`src/rtl/vector_list_sequencer_if.sv`:
```
// Beam-side and list-RAM-side signals of the vector list sequencer.
// The master is the sequencer; the slave is the RAM / beam controller side.
interface vector_list_sequencer_if #(
    parameter int ADDR_W  = 8,
    parameter int COORD_W = 12
);
    logic [ADDR_W-1:0]    mem_addr;
    logic                 mem_rd;
    logic [2*COORD_W+1:0] mem_data;
    logic [COORD_W-1:0]   x;
    logic [COORD_W-1:0]   y;
    logic                 jump;
    logic                 draw;
    logic                 ready;

    modport master (
        output mem_addr, mem_rd, x, y, jump, draw,
        input  mem_data, ready
    );

    modport slave (
        input  mem_addr, mem_rd, x, y, jump, draw,
        output mem_data, ready
    );
endinterface

```
`src/rtl/vector_list_sequencer.sv`:
```
// Walks a display list once per frame and issues jump/draw pulses to the beam controller.
// List word: {op[1:0], y, x}; op 00=JUMP, 01=DRAW, 10=END, 11=NOP.
//
// state      | meaning
// -----------+-----------------------------------------------------------
// S_IDLE     | waiting for frame_tick with enable set
// S_FETCH    | mem_rd strobe for the word at mem_addr
// S_WAIT_RD  | RAM read latency; word registered (x/y captured for JUMP/DRAW)
// S_DECODE   | act on op: finish frame, skip NOP, or prepare a command
// S_ISSUE    | one-cycle jump/draw pulse while ready=1
// S_SETTLE   | dead cycle that lets the controller drop ready
// S_WAIT_RDY | hold until ready; then issue pending command or advance
module vector_list_sequencer #(
    parameter int ADDR_W  = 8,
    parameter int COORD_W = 12
) (
    input  logic                     clk,
    input  logic                     reset,
    input  logic                     enable,
    input  logic                     frame_tick,
    vector_list_sequencer_if.master  vl,
    output logic                     busy,
    output logic                     overrun,
    output logic [ADDR_W:0]          cmd_count
);

    localparam int WORD_W = 2*COORD_W + 2;
    localparam logic [ADDR_W-1:0] LAST_ADDR = '1;
    localparam logic [ADDR_W:0]   CNT_MAX   = {1'b1, {ADDR_W{1'b0}}};

    typedef enum logic [2:0] {
        S_IDLE,
        S_FETCH,
        S_WAIT_RD,
        S_DECODE,
        S_ISSUE,
        S_SETTLE,
        S_WAIT_RDY
    } state_t;

    typedef enum logic [1:0] {
        OP_JUMP = 2'b00,
        OP_DRAW = 2'b01,
        OP_END  = 2'b10,
        OP_NOP  = 2'b11
    } op_t;

    state_t          state, state_n;
    op_t             word_op;
    logic            pending;
    logic [ADDR_W:0] counter;

    logic start, finish, advance, latch_word, set_pend, issued;

    assign busy = (state != S_IDLE);

    // State register; a synchronous reset aborts any frame in progress.
    always_ff @(posedge clk) begin
        if (reset) state <= S_IDLE;
        else       state <= state_n;
    end

    // Next-state decode and the combinational command/strobe outputs.
    always_comb begin
        state_n    = state;
        vl.mem_rd  = 1'b0;
        vl.jump    = 1'b0;
        vl.draw    = 1'b0;
        start      = 1'b0;
        finish     = 1'b0;
        advance    = 1'b0;
        latch_word = 1'b0;
        set_pend   = 1'b0;
        issued     = 1'b0;
        case (state)
            S_IDLE: begin
                if (frame_tick && enable) begin
                    start   = 1'b1;
                    state_n = S_FETCH;
                end
            end
            S_FETCH: begin
                vl.mem_rd = 1'b1;
                state_n   = S_WAIT_RD;
            end
            S_WAIT_RD: begin
                latch_word = 1'b1;
                state_n    = S_DECODE;
            end
            S_DECODE: begin
                case (word_op)
                    OP_END: begin
                        finish  = 1'b1;
                        state_n = S_IDLE;
                    end
                    OP_NOP: begin
                        // The last list slot ends the frame instead of wrapping to 0.
                        if (vl.mem_addr == LAST_ADDR) begin
                            finish  = 1'b1;
                            state_n = S_IDLE;
                        end else begin
                            advance = 1'b1;
                            state_n = S_FETCH;
                        end
                    end
                    default: begin
                        set_pend = 1'b1;
                        state_n  = vl.ready ? S_ISSUE : S_WAIT_RDY;
                    end
                endcase
            end
            S_ISSUE: begin
                // If ready fell after decode the command stays pending.
                if (vl.ready) begin
                    vl.jump = (word_op == OP_JUMP);
                    vl.draw = (word_op == OP_DRAW);
                    issued  = 1'b1;
                    state_n = S_SETTLE;
                end else begin
                    state_n = S_WAIT_RDY;
                end
            end
            S_SETTLE: begin
                state_n = S_WAIT_RDY;
            end
            S_WAIT_RDY: begin
                if (vl.ready) begin
                    if (pending) begin
                        state_n = S_ISSUE;
                    end else if (vl.mem_addr == LAST_ADDR) begin
                        finish  = 1'b1;
                        state_n = S_IDLE;
                    end else begin
                        advance = 1'b1;
                        state_n = S_FETCH;
                    end
                end
            end
            default: state_n = S_IDLE;
        endcase
    end

    // Datapath: list address, coordinate latches, command counter and status flags.
    always_ff @(posedge clk) begin
        if (reset) begin
            vl.mem_addr <= '0;
            vl.x        <= '0;
            vl.y        <= '0;
            word_op     <= OP_NOP;
            pending     <= 1'b0;
            counter     <= '0;
            cmd_count   <= '0;
            overrun     <= 1'b0;
        end else begin
            if (frame_tick && busy)
                overrun <= 1'b1;
            if (start) begin
                vl.mem_addr <= '0;
                counter     <= '0;
            end
            if (advance)
                vl.mem_addr <= vl.mem_addr + 1'b1;
            if (latch_word) begin
                word_op <= op_t'(vl.mem_data[WORD_W-1 -: 2]);
                // Capturing x/y straight off the RAM puts them on the bus a full
                // cycle before the pulse; NOP/END words leave them untouched.
                if (!vl.mem_data[WORD_W-1]) begin
                    vl.y <= vl.mem_data[2*COORD_W-1 -: COORD_W];
                    vl.x <= vl.mem_data[COORD_W-1:0];
                end
            end
            if (set_pend)
                pending <= 1'b1;
            if (issued) begin
                pending <= 1'b0;
                if (counter != CNT_MAX)
                    counter <= counter + 1'b1;
            end
            if (finish)
                cmd_count <= counter;
        end
    end

endmodule

```
`src/flat_wrapper.sv`:
```
// flat-port wrapper written by rule: the top's interface ports become plain ports
module vector_list_sequencer_flat 
#(
    parameter int ADDR_W  = 8,
    parameter int COORD_W = 12
)
  (clk, reset, enable, frame_tick, busy, overrun, cmd_count, vl_mem_addr, vl_mem_rd, vl_x, vl_y, vl_jump, vl_draw, vl_mem_data, vl_ready);
  vector_list_sequencer_if #(.ADDR_W(ADDR_W), .COORD_W(COORD_W)) vl_i ();
  input  logic clk;
  input  logic reset;
  input  logic enable;
  input  logic frame_tick;
  output logic busy;
  output logic overrun;
  output logic [ADDR_W:0] cmd_count;
  output wire logic [$bits(vl_i.mem_addr)-1:0] vl_mem_addr;
  output wire logic [$bits(vl_i.mem_rd)-1:0] vl_mem_rd;
  output wire logic [$bits(vl_i.x)-1:0] vl_x;
  output wire logic [$bits(vl_i.y)-1:0] vl_y;
  output wire logic [$bits(vl_i.jump)-1:0] vl_jump;
  output wire logic [$bits(vl_i.draw)-1:0] vl_draw;
  input wire logic [$bits(vl_i.mem_data)-1:0] vl_mem_data;
  input wire logic [$bits(vl_i.ready)-1:0] vl_ready;
  assign vl_mem_addr = vl_i.mem_addr;
  assign vl_mem_rd = vl_i.mem_rd;
  assign vl_x = vl_i.x;
  assign vl_y = vl_i.y;
  assign vl_jump = vl_i.jump;
  assign vl_draw = vl_i.draw;
  assign vl_i.mem_data = vl_mem_data;
  assign vl_i.ready = vl_ready;
  vector_list_sequencer #(.ADDR_W(ADDR_W), .COORD_W(COORD_W)) u_core (.clk(clk), .reset(reset), .enable(enable), .frame_tick(frame_tick), .vl(vl_i), .busy(busy), .overrun(overrun), .cmd_count(cmd_count));
endmodule
```
`config.mk`:
```
export PLATFORM = sky130hd
export DESIGN_NAME = vector_list_sequencer_flat
export DESIGN_NICKNAME = d
export VERILOG_FILES = /design/src/rtl/vector_list_sequencer_if.sv /design/src/rtl/vector_list_sequencer.sv /design/src/flat_wrapper.sv
export SDC_FILE = /design/constraint.sdc
export NUM_CORES = 1
export LEC_CHECK = 0
export ABC_AREA = 1
export CAP_MARGIN = 30
export CELL_PAD_IN_SITES_DETAIL_PLACEMENT = 1
export CELL_PAD_IN_SITES_GLOBAL_PLACEMENT = 2
export CORE_MARGIN = 10
export CORE_UTILIZATION = 37
export DETAILED_ROUTE_END_ITERATION = 16
export DONT_BUFFER_PORTS = 1
export GPL_TIMING_DRIVEN = 0
export PLACE_DENSITY = 0.79
export SLEW_MARGIN = 10
export SYNTH_ARGS = -nofsm -noshare
export SYNTH_HDL_FRONTEND = slang
export SYNTH_SLANG_ARGS = --single-unit
export TNS_END_PERCENT = 5
```
`constraint.sdc`:
```
create_clock -name clk -period 2.6 [get_ports clk]
set_clock_uncertainty 0.15 [all_clocks]
set_input_delay 0.39 -clock clk [delete_from_list [all_inputs] [get_ports clk]]
set_output_delay 0.39 -clock clk [all_outputs]
set_load 0.01 [all_outputs]
```
# Word level (Yosys, flattened, before mapping)
# Index checks and enable logic that the tools add are counted.
# W data, S select, Z words.
dict set report word_totals {
  register_bits 57
  inputBits 31
  out_inout_bits 46
  wordCells 70
}
dict set report op_classes {
  add_sub_neg 2
  eq_ne 13
  mux 35
  bitwise_logic 1
  reduce_logical 10
}
# cell count
set op_table {}
lappend op_table {{$mux W9} 3}
lappend op_table {{$pmux W3 S7} 1}
lappend op_table {{$mux W1} 20}
lappend op_table {{$mux W8} 2}
lappend op_table {{$add A9 B1 Y9 const B} 1}
lappend op_table {{$eq A3 B3 Y1 const B} 3}
lappend op_table {{$mux W3} 3}
lappend op_table {{$ne A9 B9 Y1 const B} 1}
lappend op_table {{$add A8 B1 Y8 const B} 1}
lappend op_table {{$eq A8 B8 Y1 const B} 1}
lappend op_table {{$eq A3 B2 Y1 const B} 2}
lappend op_table {{$pmux W1 S2} 3}
lappend op_table {{$pmux W3 S2} 1}
lappend op_table {{$eq A2 B2 Y1 const B} 2}
lappend op_table {{$mux W2} 2}
lappend op_table {{$reduce_and A2 Y1} 2}
lappend op_table {{$reduce_or A2 Y1} 2}
lappend op_table {{$eq A3 B1 Y1 const B} 1}
lappend op_table {{$logic_not A3 Y1} 1}
lappend op_table {{$reduce_bool A3 Y1} 1}
lappend op_table {{$eq A2 B1 Y1 const B} 1}
lappend op_table {{$logic_and A1 B1 Y1} 2}
lappend op_table {{$logic_not A2 Y1} 1}
lappend op_table {{$ne A2 B1 Y1 const B} 1}
lappend op_table {{3 further kinds} 3}

# Logic depth before layout (Yosys ltp)
# Gate-level depths: netlist of run 1.
dict set report depth {
  ltp_word 6
  depth_mapped 9
}

# Least setup slack after synthesis of run 1
# No wires, ideal clock.
dict set report synth_path {
  kind {register to register}
  start {register u_core.vl.mem_addr[0]}
  end {register u_core.cmd_count[0]}
  setup_time_ns 0.113
  arrival_ns 1.348
  required_ns 2.337
  path_slack_ns 0.989
  stages_incl_launch_ff 9
  n_path_buf 0
  synth_period_minus_slack_ns 1.611
  cell_sequence {dfxtp_1 ha_1 nand2_1 nor2_2 nand2_4 o21ai_1 nand2_2 nor2_1 nor2_1}
}
dict set report synth_via {
  elab_chain_len 5
  elab_cells_between_ends 6
  cone_classes {eq/ne (1); mux (5)}
}
# element line
set synth_lines {}
lappend synth_lines {{start: declaration} vector_list_sequencer_if.sv:17} ;# output mem_addr, mem_rd, x, y, jump, draw,
lappend synth_lines {{start signal: assignment} vector_list_sequencer.sv:162} ;# vl.mem_addr <= vl.mem_addr + 1'b1;
lappend synth_lines {{$eq A8 B8 Y1 *} {vector_list_sequencer.sv:98, vector_list_sequencer.sv:130}}
lappend synth_lines {{$mux W1 *} {vector_list_sequencer.sv:98, vector_list_sequencer.sv:130}}
lappend synth_lines {{$mux W1} vector_list_sequencer.sv:128} ;# if (pending) begin
lappend synth_lines {{$mux W1} vector_list_sequencer.sv:127} ;# if (vl.ready) begin
lappend synth_lines {{$pmux W1 S2 *} vector_list_sequencer.sv:75} ;# case (state)
lappend synth_lines {{end signal: assignment} vector_list_sequencer.sv:180} ;# cmd_count <= counter;
lappend synth_lines {{end: declaration} vector_list_sequencer.sv:24} ;# output logic [ADDR_W:0] cmd_count
# Every way passes the cells marked *; elsewhere a longest branch is shown, timed or not.
# A chain may end at the register's enable or synchronous reset.

# Final worst setup path of run 1
dict set report layout_path {
  start {register u_core.state[2]}
  end {output port vl_jump}
}
dict set report layout_via {
  elab_chain_len 2
}
# element line
set layout_lines {}
lappend layout_lines {{start: declaration} vector_list_sequencer.sv:48} ;# state_t state, state_n;
lappend layout_lines {{start signal: assignment} vector_list_sequencer.sv:60} ;# else state <= state_n;
lappend layout_lines {{$eq A3 B3 Y1} vector_list_sequencer.sv:75}
lappend layout_lines {{$mux W1} vector_list_sequencer.sv:75}
lappend layout_lines {{end: declaration} flat_wrapper.sv:20} ;# output wire logic [$bits(vl_i.jump)-1:0] vl_jump;
# No other way between the ends.

==> flow_summary.yaml, run 1 <==
logic_synthesis:
  synth_cell_types: 33
  synth_top_family_by_area: "simple AND/OR/NAND/NOR gates"
  synthesis.nets: 408
  synthAdderAreaFrac: 0.0135
  synthSimpleGateAreaFrac: 0.366
  synth_xor_area_frac: 0.0189
  synth_edf_count: 0
  yosys_register_bits: 57
  async_reset_ff_frac: 0
  synth.cell_area_um2: 2780
  synthCells: 374
  synth.mux.area_fraction: 0
  yosys_warnings: 0
  synth_seq_area_share: 0.410
  syn_avg_cell_area_um2: 7.44
  synth_compound_area_frac: 0.112
  synth_ff_type: "dfxtp_1"
power_and_ir_drop:
  power_density_nw_per_um2: 659
  power.static_leakage_nw: 1.22
  ir_drop_v: 0.000231
run_status:
  status: "completed"
hold_path:
  min_to: "u_core.vl.y[3]"
  min-delay-start: "vl_mem_data[15]"
  hold_class: "primary input to flop"
  hold_depth: 2
route:
  route.detailed.drc: 0
  antenna_left: 0
  vias: 2525
  totalWireLength_um: 8320
  dr.pass1.iters: 4
  drt-vias-per-instance: 5.16
  wl_per_cell_um: 17.0
  drt_first_iter_violations: 88
sta:
  finalSetupTns_ps: 0
  finalHoldViolations: 0
  rsz0062_at_grt: "false"
  fin_crit_sh: 0.836
  fmax_ghz: 0.460
  slew_viol_final: 0
  slew_headroom: 0.581
  fin_crit_ps: 2170
  worst_slew_pin_slew_ps: 628
  finalSetupViolations: 0
setup_path:
  crit_fanout: 9
  reg2reg_setup_slack_ps: 700
  cp_top_family: "simple AND/OR/NAND/NOR gates"
  crit_path_end_kind: "output pin"
  startpoint_type: "flop"
  ff2ff_path_depth: 8
  criticalPathCategory: "flop to output pin"
  critPathRequiredTime_ps: 2060
  rr_startpoint: "u_core.vl.mem_addr[0]"
  worst_ep_arrival_time_ps: 1630
  crit_chain: "buf_6 -> inv_2 -> nor3_2 -> nand2_2 -> nor3_1"
  max_stage_delay_ps: 420
  slowest_stage: "nor3_1"
  path_buf_inv: 2
  r2r-end: "u_core.cmd_count[2]"
layout:
  final_cell_mix: "nand2_1, dfxtp_1, nand3_1"
  nFillCells: 950
  fin_nets: 419
  final_cells: 489
  drive_gt1_frac: 0.162
  multiInputGateArea_um2: 1420
  regArea_um2: 1140
  layout_commonest_cell: "nand2_1"
  synthToLayoutAreaGrowth_pct: 12.5
  antenna_cells: 0
die:
  pin_count: 77
  chipHeight_um: 107
  start_util: 0.382
  die_area_um2: 11400
  rows: 31
  coreArea_um2: 7290
  die_x_um: 107
run:
  drv_cap: 0
clock_network:
  cts_setup_buffers: 0
  clk_pin_slew_ps: 80
  cts-root-buf: "clkbuf_8"
  numCtsBuffers: 9
  cts.repair.resized: 0
  ctsLongestPathBuffers: 2
  htreeDepth: 3
  holdBufCountCts: 0
  clock_latency_ps: 350
  cts_tree: "done"
  cts.sinks: 57
placement:
  dp.cells: 473
  hpwl_um: 6220
  port_buffers: 0
  gp_congestion: 0.780
global_routing:
  grt_pass1_vias: 2629
  grt-ovfl-total: 0
  grt_antenna_before_repair: 0
  grt_start_max_net_pins: 13
  grt_util_all_layers: 0.150
  grt_pass1_wl_um: 13900
flip-flops by register name, summed over array words and instances, names as in the netlist:
signal	count
u_core.cmd_count	9
u_core.counter	9
u_core.overrun	1
u_core.pending	1
u_core.state	3
u_core.vl.mem_addr	8
u_core.vl.x	12
u_core.vl.y	12
u_core.word_op	2
cell usage after synthesis (2+ instances only):
| cell | instances | area, um^2 |
|---|---|---|
| inv_1 | 24 | 90.1 |
| o21ai_0 | 7 | 35.0 |
| nand3_2 | 2 | 20.0 |
| nand2_2 | 9 | 56.3 |
| a21oi_1 | 34 | 170 |
| dfxtp_1 | 57 | 1140 |
| nor2_2 | 4 | 25.0 |
| nand3_1 | 45 | 225 |
| o21ai_1 | 4 | 20.0 |
| clkbuf_1 | 5 | 18.8 |
| buf_2 | 3 | 15.0 |
| nor2_1 | 37 | 139 |
| a21oi_2 | 8 | 70.1 |
| nand3_4 | 3 | 52.6 |
| nor2_4 | 3 | 33.8 |
| nand2_1 | 83 | 312 |
| xor2_1 | 5 | 43.8 |
| nand4_1 | 11 | 68.8 |
| buf_6 | 6 | 67.6 |
| ha_1 | 3 | 37.5 |
| nor3_1 | 6 | 30.0 |
| inv_2 | 4 | 15.0 |
per-stage QoR:
step / util / hold slack (ps) / power [W] / area (um^2) / setup WS, ps
2_1_floorplan: - / 315 / 0.00108 / 2780 / 989
3_3_place_gp: 0.399 / 341 / 0.00112 / 2910 / 709
3_5_place_dp: 0.399 / 343 / 0.00112 / 2910 / 678
4_1_cts: 0.429 / 40.2 / 0.00208 / 3130 / 392
5_1_grt: 0.429 / 33.0 / 0.00216 / 3130 / 265
6_report: 0.429 / 44.8 / 0.00206 / 3130 / 427
report_power, final:
part	switching, W	internal, W
logic	0.000111	0.0000543
registers	0.0000354	0.000898
clock network	0.000418	0.000547
kinds of logic after synthesis:
| family | after synthesis |
|---|---|
| and+or+nand+nor | 208 |
| DFF | 57 |
| AOI/OAI and AO/OA | 55 |
| buffers and inverters | 45 |
| xor gates and xnor gates | 6 |
| adders and majority gates | 3 |
routing by layer:
| metal | wire (um) | share of wire | GRT usage |
|---|---|---|---|
| met5 | 0 | 0 | 0 |
| met4 | 89 | 0.011 | 0.0455 |
| met3 | 744 | 0.089 | 0.0671 |
| met2 | 3830 | 0.46 | 0.238 |
| met1 | 3650 | 0.44 | 0.178 |
worst max path at each step:
stage	endpoint	startpoint	cells past startpoint	slack, ps
after floorplan	u_core.cmd_count[0]	u_core.vl.mem_addr[0]	8	990
after global placement	u_core.cmd_count[2]	u_core.vl.mem_addr[0]	8	710
after detailed placement	u_core.cmd_count[2]	u_core.vl.mem_addr[0]	8	680
after CTS	vl_draw	u_core.state[2]	5	390
after global routing	vl_jump	u_core.state[2]	5	260
final	vl_jump	u_core.state[2]	5	430
layout make-up:
type,count,area share
Clock buffer,9,0.0396
Inverter,30,0.0364
Clock inverter,7,0.0324
Tap cell,99,0.0396
Multi-Input combinational cell,272,0.453
Sequential cell,57,0.364
Buffer,15,0.0348
No activity file was read; power rests on OpenSTA's default activity.
==> run 2, diff against run 1 <==
Settings changed: CORE_UTILIZATION 37 to 31, PLACE_DENSITY 0.79 to 0.7.
Clock period 2.6 ns to 1.95 ns, I/O delays scaled along.
==> flow_summary.yaml, run 2 (synthesized netlist as in run 1, its figures left out) <==
placement:
  hpwl_um: 6430
  port_buffers: 0
  gp_congestion: 0.752
  dp_slack_ps: 41.4
  dp.cells: 482
clock_network:
  numCtsBuffers: 9
  clk_pin_slew_ps: 70
  cts_tree: "done"
  ctsLongestPathBuffers: 2
  cts-root-buf: "clkbuf_8"
  cts.sinks: 57
  clock_latency_ps: 340
  htreeDepth: 3
layout:
  fin_util: 0.396
  drive_gt1_frac: 0.167
  reg_top3: "u_core.vl.x (12), u_core.vl.y (12)"
  synthToLayoutAreaGrowth_pct: 24.2
  nFillCells: 1066
  final_cell_mix: "nand2_1, dfxtp_1, nand3_1"
  final_cells: 526
  layout_commonest_cell: "nand2_1"
  fin_nets: 447
  antenna_cells: 0
route:
  vias: 2623
  antenna_left: 0
  drt_first_iter_violations: 134
  dr.pass1.iters: 4
  wl_per_cell_um: 17.1
  drt-vias-per-instance: 4.99
  totalWireLength_um: 9000
  route.detailed.drc: 0
setup_path:
  crit_path_end_kind: "output pin"
  slowest_stage: "dfxtp_1"
  timing.critical_path.mode_cell: "nor3_4"
  rr_startpoint: "u_core.vl.mem_addr[0]"
  reg2reg_setup_slack_ps: 170
  crit_fanout: 9
  r2r-end: "u_core.cmd_count[7]"
  max_stage_delay_ps: 330
  worst_ep_arrival_time_ps: 1410
  crit_chain: "buf_6 -> inv_2 -> nor3_4 -> nand2_4 -> nor3_4"
  endpoint: "vl_jump"
  startpoint_type: "flop"
  critPathRequiredTime_ps: 1510
  criticalPathCategory: "flop to output pin"
  crit_path_start: "u_core.state[2]"
  ff2ff_path_depth: 8
run:
  drv_cap: 0
hold_path:
  hold_class: "primary input to flop"
global_routing:
  grt-ovfl-total: 0
  grt_pass1_vias: 2737
  grt_pass1_wl_um: 14800
  grt_util_all_layers: 0.141
  globalRouteMet3Util: 0.0438
  grt_antenna_before_repair: 0
  use_met1: 0.168
  grtUsageMet2: 0.230
  gr-max-usage-layer: "met2"
  grt_start_max_net_pins: 12
sta:
  worst_slew_pin_slew_ps: 644
  fin_crit_ps: 1850
  slew_viol_final: 0
  fin_crit_sh: 0.948
  finalHoldViolations: 0
  slew_headroom: 0.571
  finalSetupViolations: 0
  finalSetupTns_ps: 0
  fmax_ghz: 0.541
  setup_ws_ps: 102
die:
  chipHeight_um: 115
  coreArea_um2: 8720
  rows: 34
  start_util: 0.319
  die_area_um2: 13200
  die_x_um: 115
  pin_count: 77
power_and_ir_drop:
  fin_total_pwr_w: 0.00277
  power.static_leakage_nw: 1.35
  power_density_nw_per_um2: 801
  ir_drop_v: 0.000333
run_status:
  status: "completed"
==> run 2: cell count changes in the layout (fill, tap and decap cells not counted), moves of 2 or more <==
cell           before  now
buf_4               1    3
dfxtp_2             0    2
inv_6               2    0
clkinvlp_4          2    4
nor3_4              0    3
dfxtp_1            57   55
nor3_1              6    4
dlygate4sd3_1       0   26
==> run 2: cell type report <==
| class | instances | area [um^2] | share of cell area |
|---|---|---|---|
| multi-input cells | 272 | 1460 | 0.423 |
| inverters | 30 | 114 | 0.0329 |
| well taps | 108 | 135 | 0.0391 |
| flip-flops and latches | 57 | 1140 | 0.331 |
| clock buffers | 9 | 124 | 0.0358 |
| plain buffers | 15 | 109 | 0.0315 |
| clock inverters | 7 | 95.1 | 0.0275 |
| repair buffers | 28 | 275 | 0.0797 |
==> run 2: critical path, delay by kind of cell (launching register included) <==
family / cells / cell delay [ps]
and+or+nand+nor: 3 / 540
DFF: 1 / 330
buffers and inverters: 2 / 200
==> run 2: routing by layer <==
layer / vias to the layer above / wire, um / share of wire
met5: - / 0 / 0
li1: 1317 / - / -
met2: 69 / 4210 / 0.47
met1: 1224 / 3950 / 0.44
met3: 13 / 680 / 0.076
met4: 0 / 163 / 0.018
==> run 2: power by group <==
| part | internal (W) | switching, W | total [W] |
|---|---|---|---|
| clock network | 0.000716 | 0.000532 | 0.00125 |
| registers | 0.00120 | 0.0000524 | 0.00125 |
| logic | 0.000108 | 0.000163 | 0.000270 |
==> run 2: stage by stage <==
stage               area, um^2  hold slack, ps
global route              3460            52.0
global placement          2920             282
detailed placement        2920             287
CTS                       3410            27.7
finish                    3460            44.0
floorplan                 2780             273
==> run 2: worst min path at each step <==
stage,end,startpoint,cells past startpoint,slack (ps)
finish,u_core.vl.y[11],vl_mem_data[25],3,40
global placement,u_core.word_op[0],vl_mem_data[24],2,280
floorplan,u_core.word_op[0],vl_mem_data[24],2,270
global route,u_core.vl.y[11],vl_mem_data[25],3,50
CTS,u_core.vl.y[11],vl_mem_data[25],3,30
detailed placement,u_core.word_op[0],vl_mem_data[24],2,290
==> run 2: what timing repair did <==
| item | 4_1_cts | 5_1_grt |
|---|---|---|
| hold endpoints to repair | 26 | 0 |
| endpoints found under the setup margin | 2 | 15 |
| pin swaps | 0 | 2 |
| hold buffers | 26 | 0 |
| buffers inserted | 0 | 2 |
| gates resized for setup | 2 | 8 |
